`config.mk`:
```
export PLATFORM = sky130hd
export DESIGN_NAME = pipelined_control
export DESIGN_NICKNAME = d
export VERILOG_FILES = /design/src/rtl/pipelined_control.sv
export SDC_FILE = /design/constraint.sdc
export NUM_CORES = 1
export LEC_CHECK = 0
export ABC_CLOCK_PERIOD_IN_PS = 2800
export CAP_MARGIN = 5
export CELL_PAD_IN_SITES_DETAIL_PLACEMENT = 0
export CELL_PAD_IN_SITES_GLOBAL_PLACEMENT = 1
export CORE_AREA = 2 2 75 77
export DETAILED_ROUTE_END_ITERATION = 10
export DIE_AREA = 0 0 77 79
export GPL_TIMING_DRIVEN = 0
export PLACE_DENSITY_LB_ADDON = 0.1
export SLEW_MARGIN = 25
export SYNTH_ARGS = -nofsm -noshare
export SYNTH_HDL_FRONTEND = slang
export SYNTH_SLANG_ARGS = --single-unit
```
`constraint.sdc`:
```
create_clock -name clk -period 2.8 [get_ports clk]
set_clock_uncertainty 0.1 [all_clocks]
set_input_delay 0.84 -clock clk [delete_from_list [all_inputs] [get_ports clk]]
set_output_delay 0.84 -clock clk [all_outputs]
set_load 0.01 [all_outputs]
```
`src/rtl/pipelined_control.sv`:
```
// rtl/pipelined_control.sv - ID-stage decoder with registered ID/EX control word, load-use stall, JR forwarding select and flush FSM
// Optional build macro HAZARD_STATS_EN adds saturating stall_count/flush_count outputs.
module pipelined_control #(
  parameter int REG_ADDR_W   = 5,
  parameter int ALUOP_W      = 4,
  parameter int FLUSH_CYCLES = 1,
  parameter int LINK_REG     = 31
) (
  input  logic                  clk,
  input  logic                  reset,
  input  logic                  id_valid,
  input  logic [5:0]            opcode,
  input  logic [5:0]            funct,
  input  logic [REG_ADDR_W-1:0] rs,
  input  logic [REG_ADDR_W-1:0] rt,
  input  logic [REG_ADDR_W-1:0] rd,
  input  logic                  branch_taken,
  output logic                  stall,
  output logic                  flush,
  output logic                  ex_valid,
  output logic [REG_ADDR_W-1:0] ex_dest,
  output logic                  ex_RegWrite,
  output logic                  ex_MemToReg,
  output logic                  ex_MemRead,
  output logic                  ex_MemWrite,
  output logic                  ex_Branch,
  output logic                  ex_RegDst,
  output logic                  ex_ALUSrc,
  output logic                  ex_J_Jump,
  output logic [ALUOP_W-1:0]    ex_ALUOp,
  output logic [1:0]            ex_Jump,
  output logic [2:0]            ex_Branch_op
`ifdef HAZARD_STATS_EN
  ,
  output logic [31:0]           stall_count,
  output logic [31:0]           flush_count
`endif
);

  // Opcodes
  localparam logic [5:0] OP_RTYPE = 6'b000000;
  localparam logic [5:0] OP_BGEZ  = 6'b000001;
  localparam logic [5:0] OP_J     = 6'b000010;
  localparam logic [5:0] OP_JAL   = 6'b000011;
  localparam logic [5:0] OP_BEQ   = 6'b000100;
  localparam logic [5:0] OP_BNE   = 6'b000101;
  localparam logic [5:0] OP_BGTZ  = 6'b000111;
  localparam logic [5:0] OP_ADDI  = 6'b001000;
  localparam logic [5:0] OP_ADDIU = 6'b001001;
  localparam logic [5:0] OP_SLTI  = 6'b001010;
  localparam logic [5:0] OP_ANDI  = 6'b001100;
  localparam logic [5:0] OP_ORI   = 6'b001101;
  localparam logic [5:0] OP_LUI   = 6'b001111;
  localparam logic [5:0] OP_LW    = 6'b100011;
  localparam logic [5:0] OP_SW    = 6'b101011;

  // R-type function codes
  localparam logic [5:0] F_SLL  = 6'b000000;
  localparam logic [5:0] F_SRL  = 6'b000010;
  localparam logic [5:0] F_SRA  = 6'b000011;
  localparam logic [5:0] F_JR   = 6'b001000;
  localparam logic [5:0] F_ADD  = 6'b100000;
  localparam logic [5:0] F_ADDU = 6'b100001;
  localparam logic [5:0] F_SUB  = 6'b100010;
  localparam logic [5:0] F_SUBU = 6'b100011;
  localparam logic [5:0] F_AND  = 6'b100100;
  localparam logic [5:0] F_OR   = 6'b100101;
  localparam logic [5:0] F_NOR  = 6'b100111;
  localparam logic [5:0] F_SLT  = 6'b101010;

  localparam logic [2:0]            FLUSH_LOAD = 3'(FLUSH_CYCLES);
  localparam logic [REG_ADDR_W-1:0] LINK_ADDR  = REG_ADDR_W'(LINK_REG);

  typedef enum logic [0:0] {ST_RUN, ST_FLUSH} state_t;

  state_t r_state;
  logic [2:0] r_cnt;

  logic                  w_reg_write;
  logic                  w_mem_to_reg;
  logic                  w_mem_read;
  logic                  w_mem_write;
  logic                  w_branch;
  logic                  w_reg_dst;
  logic                  w_alu_src;
  logic                  w_j_jump;
  logic                  w_is_jal;
  logic                  w_reads_rt;
  logic [3:0]            w_aluop;
  logic [1:0]            w_jump;
  logic [2:0]            w_branch_op;
  logic [REG_ADDR_W-1:0] w_dest;
  logic                  w_jr_fwd;
  logic                  w_stall;
  logic                  w_take;
  logic                  w_jump_in_ex;

  // jr can take its target from the ALU result of the instruction now in EX
  // when that instruction writes rs and is not a load
  assign w_jr_fwd = ex_valid && ex_RegWrite && !ex_MemRead &&
                    (rs != '0) && (ex_dest == rs);

  // Decode the IF/ID fields into the control word
  always_comb begin
    w_reg_write  = 1'b0;
    w_mem_to_reg = 1'b0;
    w_mem_read   = 1'b0;
    w_mem_write  = 1'b0;
    w_branch     = 1'b0;
    w_reg_dst    = 1'b0;
    w_alu_src    = 1'b0;
    w_j_jump     = 1'b0;
    w_is_jal     = 1'b0;
    w_reads_rt   = 1'b0;
    w_aluop      = 4'b0000;
    w_jump       = 2'b00;
    w_branch_op  = 3'b000;
    case (opcode)
      OP_RTYPE: begin
        w_reads_rt = 1'b1;
        case (funct)
          F_ADD:   begin w_reg_write = 1'b1; w_aluop = 4'b0001; end
          F_ADDU:  begin w_reg_write = 1'b1; w_aluop = 4'b1010; end
          F_SUB:   begin w_reg_write = 1'b1; w_aluop = 4'b0010; end
          F_SUBU:  begin w_reg_write = 1'b1; w_aluop = 4'b1011; end
          F_AND:   begin w_reg_write = 1'b1; w_aluop = 4'b0011; end
          F_OR:    begin w_reg_write = 1'b1; w_aluop = 4'b0100; end
          F_NOR:   begin w_reg_write = 1'b1; w_aluop = 4'b0101; end
          F_SLT:   begin w_reg_write = 1'b1; w_aluop = 4'b0110; end
          F_SLL:   begin w_reg_write = 1'b1; w_aluop = 4'b0111; end
          F_SRL:   begin w_reg_write = 1'b1; w_aluop = 4'b1000; end
          F_SRA:   begin w_reg_write = 1'b1; w_aluop = 4'b1001; end
          F_JR:    w_jump = w_jr_fwd ? 2'b10 : 2'b01;
          default: ;
        endcase
      end
      OP_ADDI:  begin w_alu_src = 1'b1; w_reg_write = 1'b1; w_reg_dst = 1'b1; w_aluop = 4'b0001; end
      OP_ADDIU: begin w_alu_src = 1'b1; w_reg_write = 1'b1; w_reg_dst = 1'b1; w_aluop = 4'b1010; end
      OP_SLTI:  begin w_alu_src = 1'b1; w_reg_write = 1'b1; w_reg_dst = 1'b1; w_aluop = 4'b0110; end
      OP_ANDI:  begin w_alu_src = 1'b1; w_reg_write = 1'b1; w_reg_dst = 1'b1; w_aluop = 4'b0011; end
      OP_ORI:   begin w_alu_src = 1'b1; w_reg_write = 1'b1; w_reg_dst = 1'b1; w_aluop = 4'b0100; end
      OP_LUI:   begin w_alu_src = 1'b1; w_reg_write = 1'b1; w_reg_dst = 1'b1; w_aluop = 4'b1111; end
      OP_LW: begin
        w_alu_src    = 1'b1;
        w_reg_write  = 1'b1;
        w_reg_dst    = 1'b1;
        w_mem_read   = 1'b1;
        w_mem_to_reg = 1'b1;
        w_aluop      = 4'b0001;
      end
      OP_SW: begin
        w_alu_src   = 1'b1;
        w_mem_write = 1'b1;
        w_reads_rt  = 1'b1;
        w_aluop     = 4'b0001;
      end
      OP_BEQ:  begin w_branch = 1'b1; w_branch_op = 3'b001; w_reads_rt = 1'b1; end
      OP_BNE:  begin w_branch = 1'b1; w_branch_op = 3'b010; w_reads_rt = 1'b1; end
      OP_BGTZ: begin w_branch = 1'b1; w_branch_op = 3'b011; end
      OP_BGEZ: begin w_branch = 1'b1; w_branch_op = 3'b100; end
      OP_J:    w_j_jump = 1'b1;
      OP_JAL: begin
        w_j_jump    = 1'b1;
        w_jump      = 2'b11;
        w_reg_write = 1'b1;
        w_is_jal    = 1'b1;
      end
      default: ;
    endcase
  end

  // Resolve the write register; non-writing instructions carry register 0
  always_comb begin
    w_dest = '0;
    if (w_reg_write) begin
      if (w_is_jal)       w_dest = LINK_ADDR;
      else if (w_reg_dst) w_dest = rt;
      else                w_dest = rd;
    end
  end

  // Load in EX whose result a dependent instruction in ID needs: hold one cycle
  assign w_stall = (r_state == ST_RUN) && id_valid && ex_valid && ex_MemRead &&
                   (ex_dest != '0) &&
                   ((ex_dest == rs) || (w_reads_rt && (ex_dest == rt)));
  assign stall = w_stall;

  // ID/EX takes the decoded word only in RUN with a live, non-stalled instruction
  assign w_take = !branch_taken && (r_state == ST_RUN) && id_valid && !w_stall;

  // A j/jal sitting in EX keeps its delay-slot instruction, then starts the flush
  assign w_jump_in_ex = ex_valid && ex_J_Jump;

  // ID/EX pipeline register and RUN/FLUSH sequencing
  always_ff @(posedge clk) begin
    if (reset) begin
      r_state      <= ST_RUN;
      r_cnt        <= 3'd0;
      flush        <= 1'b0;
      ex_valid     <= 1'b0;
      ex_dest      <= '0;
      ex_RegWrite  <= 1'b0;
      ex_MemToReg  <= 1'b0;
      ex_MemRead   <= 1'b0;
      ex_MemWrite  <= 1'b0;
      ex_Branch    <= 1'b0;
      ex_RegDst    <= 1'b0;
      ex_ALUSrc    <= 1'b0;
      ex_J_Jump    <= 1'b0;
      ex_ALUOp     <= '0;
      ex_Jump      <= 2'b00;
      ex_Branch_op <= 3'b000;
    end else begin
      ex_valid     <= w_take;
      ex_dest      <= w_take ? w_dest : '0;
      ex_RegWrite  <= w_take & w_reg_write;
      ex_MemToReg  <= w_take & w_mem_to_reg;
      ex_MemRead   <= w_take & w_mem_read;
      ex_MemWrite  <= w_take & w_mem_write;
      ex_Branch    <= w_take & w_branch;
      ex_RegDst    <= w_take & w_reg_dst;
      ex_ALUSrc    <= w_take & w_alu_src;
      ex_J_Jump    <= w_take & w_j_jump;
      ex_ALUOp     <= w_take ? ALUOP_W'(w_aluop) : '0;
      ex_Jump      <= w_take ? w_jump : 2'b00;
      ex_Branch_op <= w_take ? w_branch_op : 3'b000;

      if (branch_taken) begin
        r_state <= ST_FLUSH;
        r_cnt   <= FLUSH_LOAD;
        flush   <= 1'b1;
      end else if (r_state == ST_FLUSH) begin
        if (r_cnt <= 3'd1) begin
          r_state <= ST_RUN;
          r_cnt   <= 3'd0;
          flush   <= 1'b0;
        end else begin
          r_cnt <= r_cnt - 3'd1;
        end
      end else if (w_jump_in_ex) begin
        r_state <= ST_FLUSH;
        r_cnt   <= FLUSH_LOAD;
        flush   <= 1'b1;
      end
    end
  end

`ifdef HAZARD_STATS_EN
  // Saturating counts of stall cycles and bubbles inserted while flushing
  always_ff @(posedge clk) begin
    if (reset) begin
      stall_count <= 32'd0;
      flush_count <= 32'd0;
    end else begin
      if (w_stall && (stall_count != 32'hFFFF_FFFF))
        stall_count <= stall_count + 32'd1;
      if ((r_state == ST_FLUSH) && (flush_count != 32'hFFFF_FFFF))
        flush_count <= flush_count + 32'd1;
    end
  end
`endif

endmodule

```
Yosys cells after proc, flatten, opt, wreduce, memory -nomap -nowiden
Cells that the tools add are included.

storage, ports and cells
  bits in registers = 27
  input port bits = 31
  output and inout bits = 25
  word-level logic and storage cells = 122

operators by class
  $add $sub $neg = 1
  $lt $le $gt $ge = 1
  equality and inequality tests = 28
  muxes and demuxes = 30
  bitwise logic cells = 10
  reduce and logical (&&, ||, !) cells = 36

operator list
  cell                number
  $eq 6x6->1 const B  10
  $pmux 4 s11         1
  $eq 6x4->1 const B  7
  $pmux 4 s7          1
  $eq 6x2->1 const B  4
  $eq 6x3->1 const B  3
  $mux 1              18
  $reduce_or 8->1     2
  $logic_and 1x1->1   14
  $logic_not 6->1     2
  $pmux 3 s4          1
  $reduce_or 11->1    1
  $eq 5x5->1          2
  $mux 5              2
  $reduce_bool 5->1   2
  $mux 3              3
  $reduce_or 4->1     2
  $and 1x1->1         7
  $reduce_or 7->1     1
  $eq 6x1->1 const B  1
  $reduce_or 2->1     3
  $reduce_or 3->1     2
  $mux 2              2
  $pmux 2 s2          1
  10 further kinds    14

Logic depth before layout (Yosys ltp)
Gate-level depths: netlist of run 1.

  depth after elaboration = 10
  gate-level depth with buffers = 7
  mapped depth without buffers = 7

Worst setup path after synthesis of run 1
OpenSTA, ideal clock, no wires.

  kind = in2out
  start point = input opcode[5]
  end point = output stall
  arrival = 1.709 ns
  required time = 1.860 ns
  setup slack = 0.151 ns
  cell stages on the path = 5
  buffers on the path = 1
  path through = buf_2 > or3_1 > o22ai_1 > nand4_1 > nand2_1

between the ends
  cells in the longest elaborated chain, start to end = 6

RTL lines
  element                             line  source
  from (decl)                         12    input logic [5:0] opcode,
  $eq 6x3->1 (tied with other cells)  118   case (opcode)
  $reduce_or 4->1 (no line) (*)       --
  $mux 1 (*)                          118
  $logic_and 1x1->1 (*)               185   ((ex_dest == rs) || (w_reads_rt && (ex_dest == rt)));
  $logic_or 1x1->1 (*)                185
  $logic_and 1x1->1 (*)               184   (ex_dest != '0) &&
  to (decl)                           18    output logic stall,

Every way passes the cells marked *; elsewhere a longest branch is shown, timed or not.

Final worst setup path of run 1
  start point = input opcode[3]
  end point = output stall

The elaborated chain is that of the path after synthesis.

==> results_dict.tcl, run 1 <==
set metrics [dict create \
    grt_util_all_layers_pct 16.4 \
    worst_pin_slew_ps 545 \
    synth_compound_area_share_pct 19.7 \
    cp_cell_sequence "buf_4 -> or3_4 -> o22ai_4 -> nand4_1 -> nand2_1 -> buf_2" \
    ys_types 55 \
    rows 27 \
    syn-num-nets 230 \
    endpoint_kind "output port" \
    fin_area_um2 2480 \
    fill_cells 594 \
    max-slew-margin-rel_pct 63.5 \
    overflow 0 \
    muxShareOfSynthArea_pct 3.60 \
    route.detailed.drc 0 \
    layout_common_cells "34 x clkdlybuf4s50_1, 27 x dfxtp_1, 21 x buf_4" \
    yosys.area_share.simple_pct 29.7 \
    htreeDepth 1 \
    critPathMaxStageDelay_ps 390 \
    cp.buffers_inverters 2 \
    synth-seq-cells 27 \
    yosys.area_share.xor_xnor_pct 7.35 \
    synth_edf_count 0 \
    seq_area_frac_synth_pct 32.4 \
    antenna_found_initial 0 \
    clock_latency_ps 270 \
    drt-total-wl_um 4890 \
    ctsHoldBuffers 0 \
    p_per_area_nw_per_um2 323 \
    numClockSinks 27 \
    placed_cells 320 \
    period_share_pct 98.0 \
    dpl_cell_area_um2 2270 \
    grt_pass1_vias 1663 \
    clk_pin_slew_ps 90 \
    synth_top_flop_cell "dfxtp_1" \
    crit_family "simple AND/OR/NAND/NOR gates" \
    grt_pass1_wl_um 8100 \
    fin_nets 302 \
    p_leak_nw 0.943 \
    yosys_warnings 0 \
    floorplan.die_area_um2 6080 \
    start_util_pct 31.2 \
    final_common_cell "clkdlybuf4s50_1" \
    crit_type "input pin to output port" \
    syn_area_per_cell_um2 8.47 \
    cp_slowest_cell "or3_4" \
    async_flop_share_pct 0 \
    die_y_um 79 \
    io_buffers 51 \
    setup_violations 0 \
    cts-root-buf "clkbuf_8" \
    critical_path_arrival_ps 1800 \
    grt_max_degree 15 \
    drtAntennaViolNets 0 \
    period_needed_ps 2740 \
    netlist_area_um2 1670 \
    first_iter_violations 42 \
    dp_hpwl_um 3610 \
    cp.required_ps 1860 \
    avgViaCountPerCell 4.91 \
    die_w_um 77 \
    dr.pass1.iters 4 \
    tns_ps 0 \
    final_max_slew_viol_count 0 \
    start_kind "input pin" \
    synthAdderAreaFrac_pct 1.50 \
    wl_per_cell_um 14.4 \
    insertedDiodeCount 0 \
    fmax_mhz 364 \
    hold_class "flop to flop" \
    boundaryPins 56 \
    core_um2 5340 \
    cts_buffer_depth 2 \
    globalplace.congestion 0.796 \
    layout-drive-gt1-share_pct 21.3 \
    syn_inst 197 \
    critPathMaxFanout 5 \
    layout.cells.non_filler 340 \
    max-cap-violations 0 \
    area_growth_pct 48.5 \
    synth_top_family_by_area "simple AND/OR/NAND/NOR gates" \
    tritoncts "done" \
    hold_viol 0 \
    cts_buffers 3 \
    status "finished clean" \
    max-vdd-ir-drop_mv 0.267 \
    num_vias 1670 \
    rrSetupSlack_ps 360 \
]
worst register-to-register path: cells and delay by family, from the launching register on:
family                 cells  cell delay, ps
and+or+nand+nor            4             550
DFF                        1             310
AOI/OAI and AO/OA          1             190
buffers and inverters      8            1150
registers in the layout, summed over array words and instances, names as in the netlist:
register,cells
ex_dest,5
ex_ALUOp,4
ex_Branch_op,3
r_cnt,3
ex_Jump,2
ex_ALUSrc,1
ex_Branch,1
ex_J_Jump,1
ex_MemRead,1
ex_MemWrite,1
ex_RegDst,1
ex_RegWrite,1
ex_valid,1
flush,1
r_state,1
report_power, final:
part / internal (mW) / total, mW / switching (mW)
registers: 0.389 / 0.393 / 0.00436
logic: 0.0851 / 0.180 / 0.0952
clock network: 0.102 / 0.225 / 0.123
metal layers:
metal	track usage, %	wire length [µm]	up-vias
li1	-	-	858
met1	20.9	2210	780
met2	29.6	2480	30
met3	3.07	170	2
met4	2.68	29	0
met5	0	0	-
cell usage after synthesis, drive strengths merged, types with 2 or more instances:
| library cell | number | area share (%) |
|---|---|---|
| a31oi | 2 | 0.75 |
| a22oi | 2 | 0.90 |
| and3 | 3 | 1.1 |
| clkbuf | 5 | 1.1 |
| nand4 | 3 | 1.1 |
| ha | 2 | 1.5 |
| dfxtp | 27 | 32 |
| and3b | 2 | 1.1 |
| nor2 | 18 | 4.1 |
| mux2i | 6 | 3.6 |
| nor4 | 7 | 4.7 |
| nand3b | 2 | 0.90 |
| and4b | 2 | 1.2 |
| nor2b | 5 | 1.9 |
| nand2 | 13 | 3.1 |
| xnor2 | 5 | 2.6 |
| nand4b | 4 | 2.1 |
| nand2b | 2 | 0.75 |
| nor3 | 8 | 3.0 |
| a211oi | 6 | 3.0 |
| and2 | 2 | 0.75 |
| xor2 | 9 | 4.7 |
| buf | 7 | 2.8 |
| o21ai | 12 | 3.8 |
| inv | 8 | 1.8 |
| a21oi | 16 | 5.5 |
| nand3 | 2 | 0.60 |
final timing paths:
check                           startpoint          end  depth (start not counted)
worst min register to register    r_cnt[2]     r_cnt[2]                          2
worst max register to register     r_state  ex_MemWrite                         13
worst max-delay path             opcode[3]        stall                          6
worst min-delay path              r_cnt[2]     r_cnt[2]                          2
area by class of cell:
class / count / area [µm²] / share of cell area, %
Tap cell: 72 / 90.1 / 3.64
Multi-Input combinational cell: 150 / 1110 / 44.6
Clock buffer: 4 / 45.0 / 1.82
Inverter: 8 / 30.0 / 1.21
Sequential cell: 27 / 541 / 21.8
Timing Repair Buffer: 67 / 592 / 23.9
Buffer: 12 / 73.8 / 2.98
stage by stage:
| step | worst slack [ps] | total power, mW | hold WS, ps | utilization, % |
|---|---|---|---|---|
| 4_1_cts | 7.70 | 0.806 | 418 | 45.8 |
| 2_1_floorplan | 151 | 0.498 | 367 | - |
| 6_report | 56.3 | 0.799 | 416 | 46.4 |
| 3_3_place_gp | -1080 | 0.575 | 395 | 42.5 |
| 5_1_grt | -4.33 | 0.844 | 448 | 46.4 |
| 3_5_place_dp | -1060 | 0.573 | 404 | 42.5 |
cells by family after synthesis:
logic type / Yosys count
fa+ha+maj: 2
buf+inv: 20
compound gates: 48
mux: 6
simple gates: 80
flops: 27
xor+xnor: 14
repair_timing:
| action | in CTS | in global routing |
|---|---|---|
| endpoints found under the setup margin | 1 | 17 |
| pin swaps | 9 | 9 |
| setup buffers | 16 | 0 |
| gates resized for setup | 45 | 18 |
| hold endpoints to repair | 0 | 0 |
Note: power is estimated with default switching activity, not from simulation.
==> run 2: changes to the inputs <==
==> constraint.sdc (replaced) <==
create_clock -name clk -period 2.8 [get_ports clk]
set_clock_uncertainty 0.1 [all_clocks]
set_input_delay 0.84 -clock clk [delete_from_list [all_inputs] [get_ports clk]]
set_output_delay 0.84 -clock clk [all_outputs]
set_load 0.1 [all_outputs]
==> results_dict.tcl, run 2 (synthesized netlist as in run 1, its figures left out) <==
set metrics [dict create \
    cts_buffers 3 \
    first_iter_violations 59 \
    seqPwrFrac_pct 47.5 \
    violations "negative setup slack" \
    layout.cells.non_filler 347 \
    tritoncts "done" \
    critPathMaxFanout 2 \
    core_um2 5340 \
    rsz0062_at_grt "yes" \
    reg_top3 "ex_dest: 5 flops, ex_ALUOp: 4 flops" \
    drtAntennaViolNets 0 \
    wl_per_cell_um 14.4 \
    p_leak_nw 1.06 \
    dr.pass1.iters 4 \
    finalPower_mw 0.829 \
    die_y_um 79 \
    fin_nets 309 \
    critPathMaxStageDelay_ps 390 \
    final_max_slew_viol_count 0 \
    endpoint_kind "output port" \
    max-slew-margin-rel_pct 34.0 \
    numClockSinks 27 \
    cts-root-buf "clkbuf_8" \
    boundaryPins 56 \
    placed_cells 320 \
    cp.buffers_inverters 2 \
    crit_family "simple AND/OR/NAND/NOR gates" \
    cp.required_ps 1860 \
    globalplace.congestion 0.765 \
    drt-total-wl_um 4990 \
    cts_buffer_depth 2 \
    internal-power_mw 0.586 \
    layout-drive-gt1-share_pct 28.0 \
    finalWorstSetupSlack_ps -61.2 \
    critical_path_arrival_ps 1920 \
    start_kind "input pin" \
    hold_class "flop to flop" \
    hold_viol 0 \
    largest_register "ex_dest" \
    fmax_mhz 349 \
    combPwrFrac_pct 25.7 \
    final_util_pct 48.9 \
    final_common_cell "clkdlybuf4s50_1" \
    avgViaCountPerCell 4.88 \
    max-vdd-ir-drop_mv 0.259 \
    p_switching_mw 0.243 \
    grt_pass1_vias 1715 \
    layout_common_cells "29 x clkdlybuf4s50_1, 26 x buf_4, 20 x dfxtp_1" \
    num_vias 1694 \
    die_w_um 77 \
    reg2regPathDepth 10 \
    io_buffers 51 \
    max-cap-violations 0 \
    clock_latency_ps 270 \
    p_per_area_nw_per_um2 318 \
    rows 27 \
    rr_startpoint "r_state" \
    p_clk_share_pct 26.8 \
    tns_ps -61.2 \
    route.detailed.drc 0 \
    p_sw_share_pct 29.3 \
    grt_max_degree 15 \
    floorplan.die_area_um2 6080 \
    grt_util_all_layers_pct 16.8 \
    period_needed_ps 2860 \
    worst_pin_slew_ps 987 \
    endpoint "stall" \
    worst-path-stages 6 \
    cp_cell_sequence "buf_8 -> or3_4 -> o22ai_4 -> nand4_1 -> nand2_4 -> buf_12" \
    largest_reg_flops 5 \
    status "complete, but fails checks" \
    cp_slowest_cell "or3_4" \
    grt_pass1_wl_um 8250 \
    area_growth_pct 56.4 \
    crit_type "input pin to output port" \
    clk_pin_slew_ps 90 \
    htreeDepth 1 \
    period_share_pct 102 \
    rrSetupSlack_ps 640 \
    start_util_pct 31.2 \
    antenna_found_initial 0 \
    setup_violations 1 \
    dp_hpwl_um 3550 \
    overflow 0 \
    reg2reg_to "ex_J_Jump" \
    startpoint "opcode[3]" \
    insertedDiodeCount 0 \
]
==> run 2: cell count changes in the layout (fill, tap and decap cells not counted), moves of 2 or more <==
cell and delta:
dfxtp_2 +7, dfxtp_1 -7, buf_4 +5, dlymetal6s2s_1 +3, dlygate4sd2_1 +3, xor2_1 -2, clkdlybuf4s50_1 -5, buf_12 +2
nor4_2 +2, xor2_2 +3, nor4_1 -2
==> run 2: area by class of cell <==
cell class	instances	area, µm²
Timing Repair Buffer	74	671
Inverter	8	30.0
Multi-Input combinational cell	150	1140
Tap cell	72	90.1
Clock buffer	4	45.0
Fill cell	570	2730
Sequential cell	27	549
Buffer	12	86.3
==> run 2: per-stage QoR <==
step	setup slack [ps]	area, µm²	hold WS [ps]
finish	-61.2	2610	423
global route	-120	2610	452
global placement	-1640	2300	394
CTS	-58.8	2560	422
detailed placement	-1620	2300	404
floorplan	2.98	1700	367
==> run 2: how the worst min path moves through the flow <==
stage               cells past startpoint       end     start
floorplan                               2  r_cnt[2]  r_cnt[2]
global placement                        2  r_cnt[2]  r_cnt[2]
detailed placement                      2  r_cnt[2]  r_cnt[2]
CTS                                     2  r_cnt[2]  r_cnt[2]
global route                            2  r_cnt[2]  r_cnt[2]
finish                                  2  r_cnt[2]  r_cnt[2]
==> run 2: tightest hold or removal path: cells and delay by family (launching register included) <==
family,cells,cell delay [ps]
flip-flops,1,330
AO/OA/AOI/OAI,2,140
==> run 2: routing by layer <==
layer | share of wire (%) | wire, µm | GRT usage (%)
met1 | 45 | 2250 | 20.7
met2 | 50 | 2510 | 30.4
met3 | 4.2 | 211 | 3.98
met4 | 0.30 | 15 | 2.50
met5 | 0 | 0 | 0
==> run 2: what timing repair did <==
item / 4_1_cts / 5_1_grt
pin swaps: 12 / 8
gates resized for setup: 65 / 11
buffers inserted: 21 / 3
hold buffers: 0 / 0
setup endpoints to repair: 2 / 8
==> run 2: power groups by stage <==
| stage | Combinational [mW] | Clock [mW] | Sequential, mW |
|---|---|---|---|
| after floorplan | 0.0974 | 0 | 0.422 |
| after global placement | 0.194 | 0 | 0.402 |
| after detailed placement | 0.193 | 0 | 0.403 |
| after CTS | 0.208 | 0.234 | 0.394 |
| after global routing | 0.232 | 0.256 | 0.395 |
| final | 0.213 | 0.223 | 0.393 |
==> run 3: changes to the inputs <==
--- a/config.mk
+++ b/config.mk
@@ -6,7 +6,6 @@
 export NUM_CORES = 1
 export LEC_CHECK = 0
 export ABC_CLOCK_PERIOD_IN_PS = 2800
-export CAP_MARGIN = 5
 export CELL_PAD_IN_SITES_DETAIL_PLACEMENT = 0
 export CELL_PAD_IN_SITES_GLOBAL_PLACEMENT = 1
 export CORE_AREA = 2 2 75 77
==> results of run 3 <==
Final layout, timing and power as in run 2 (identical DEF).
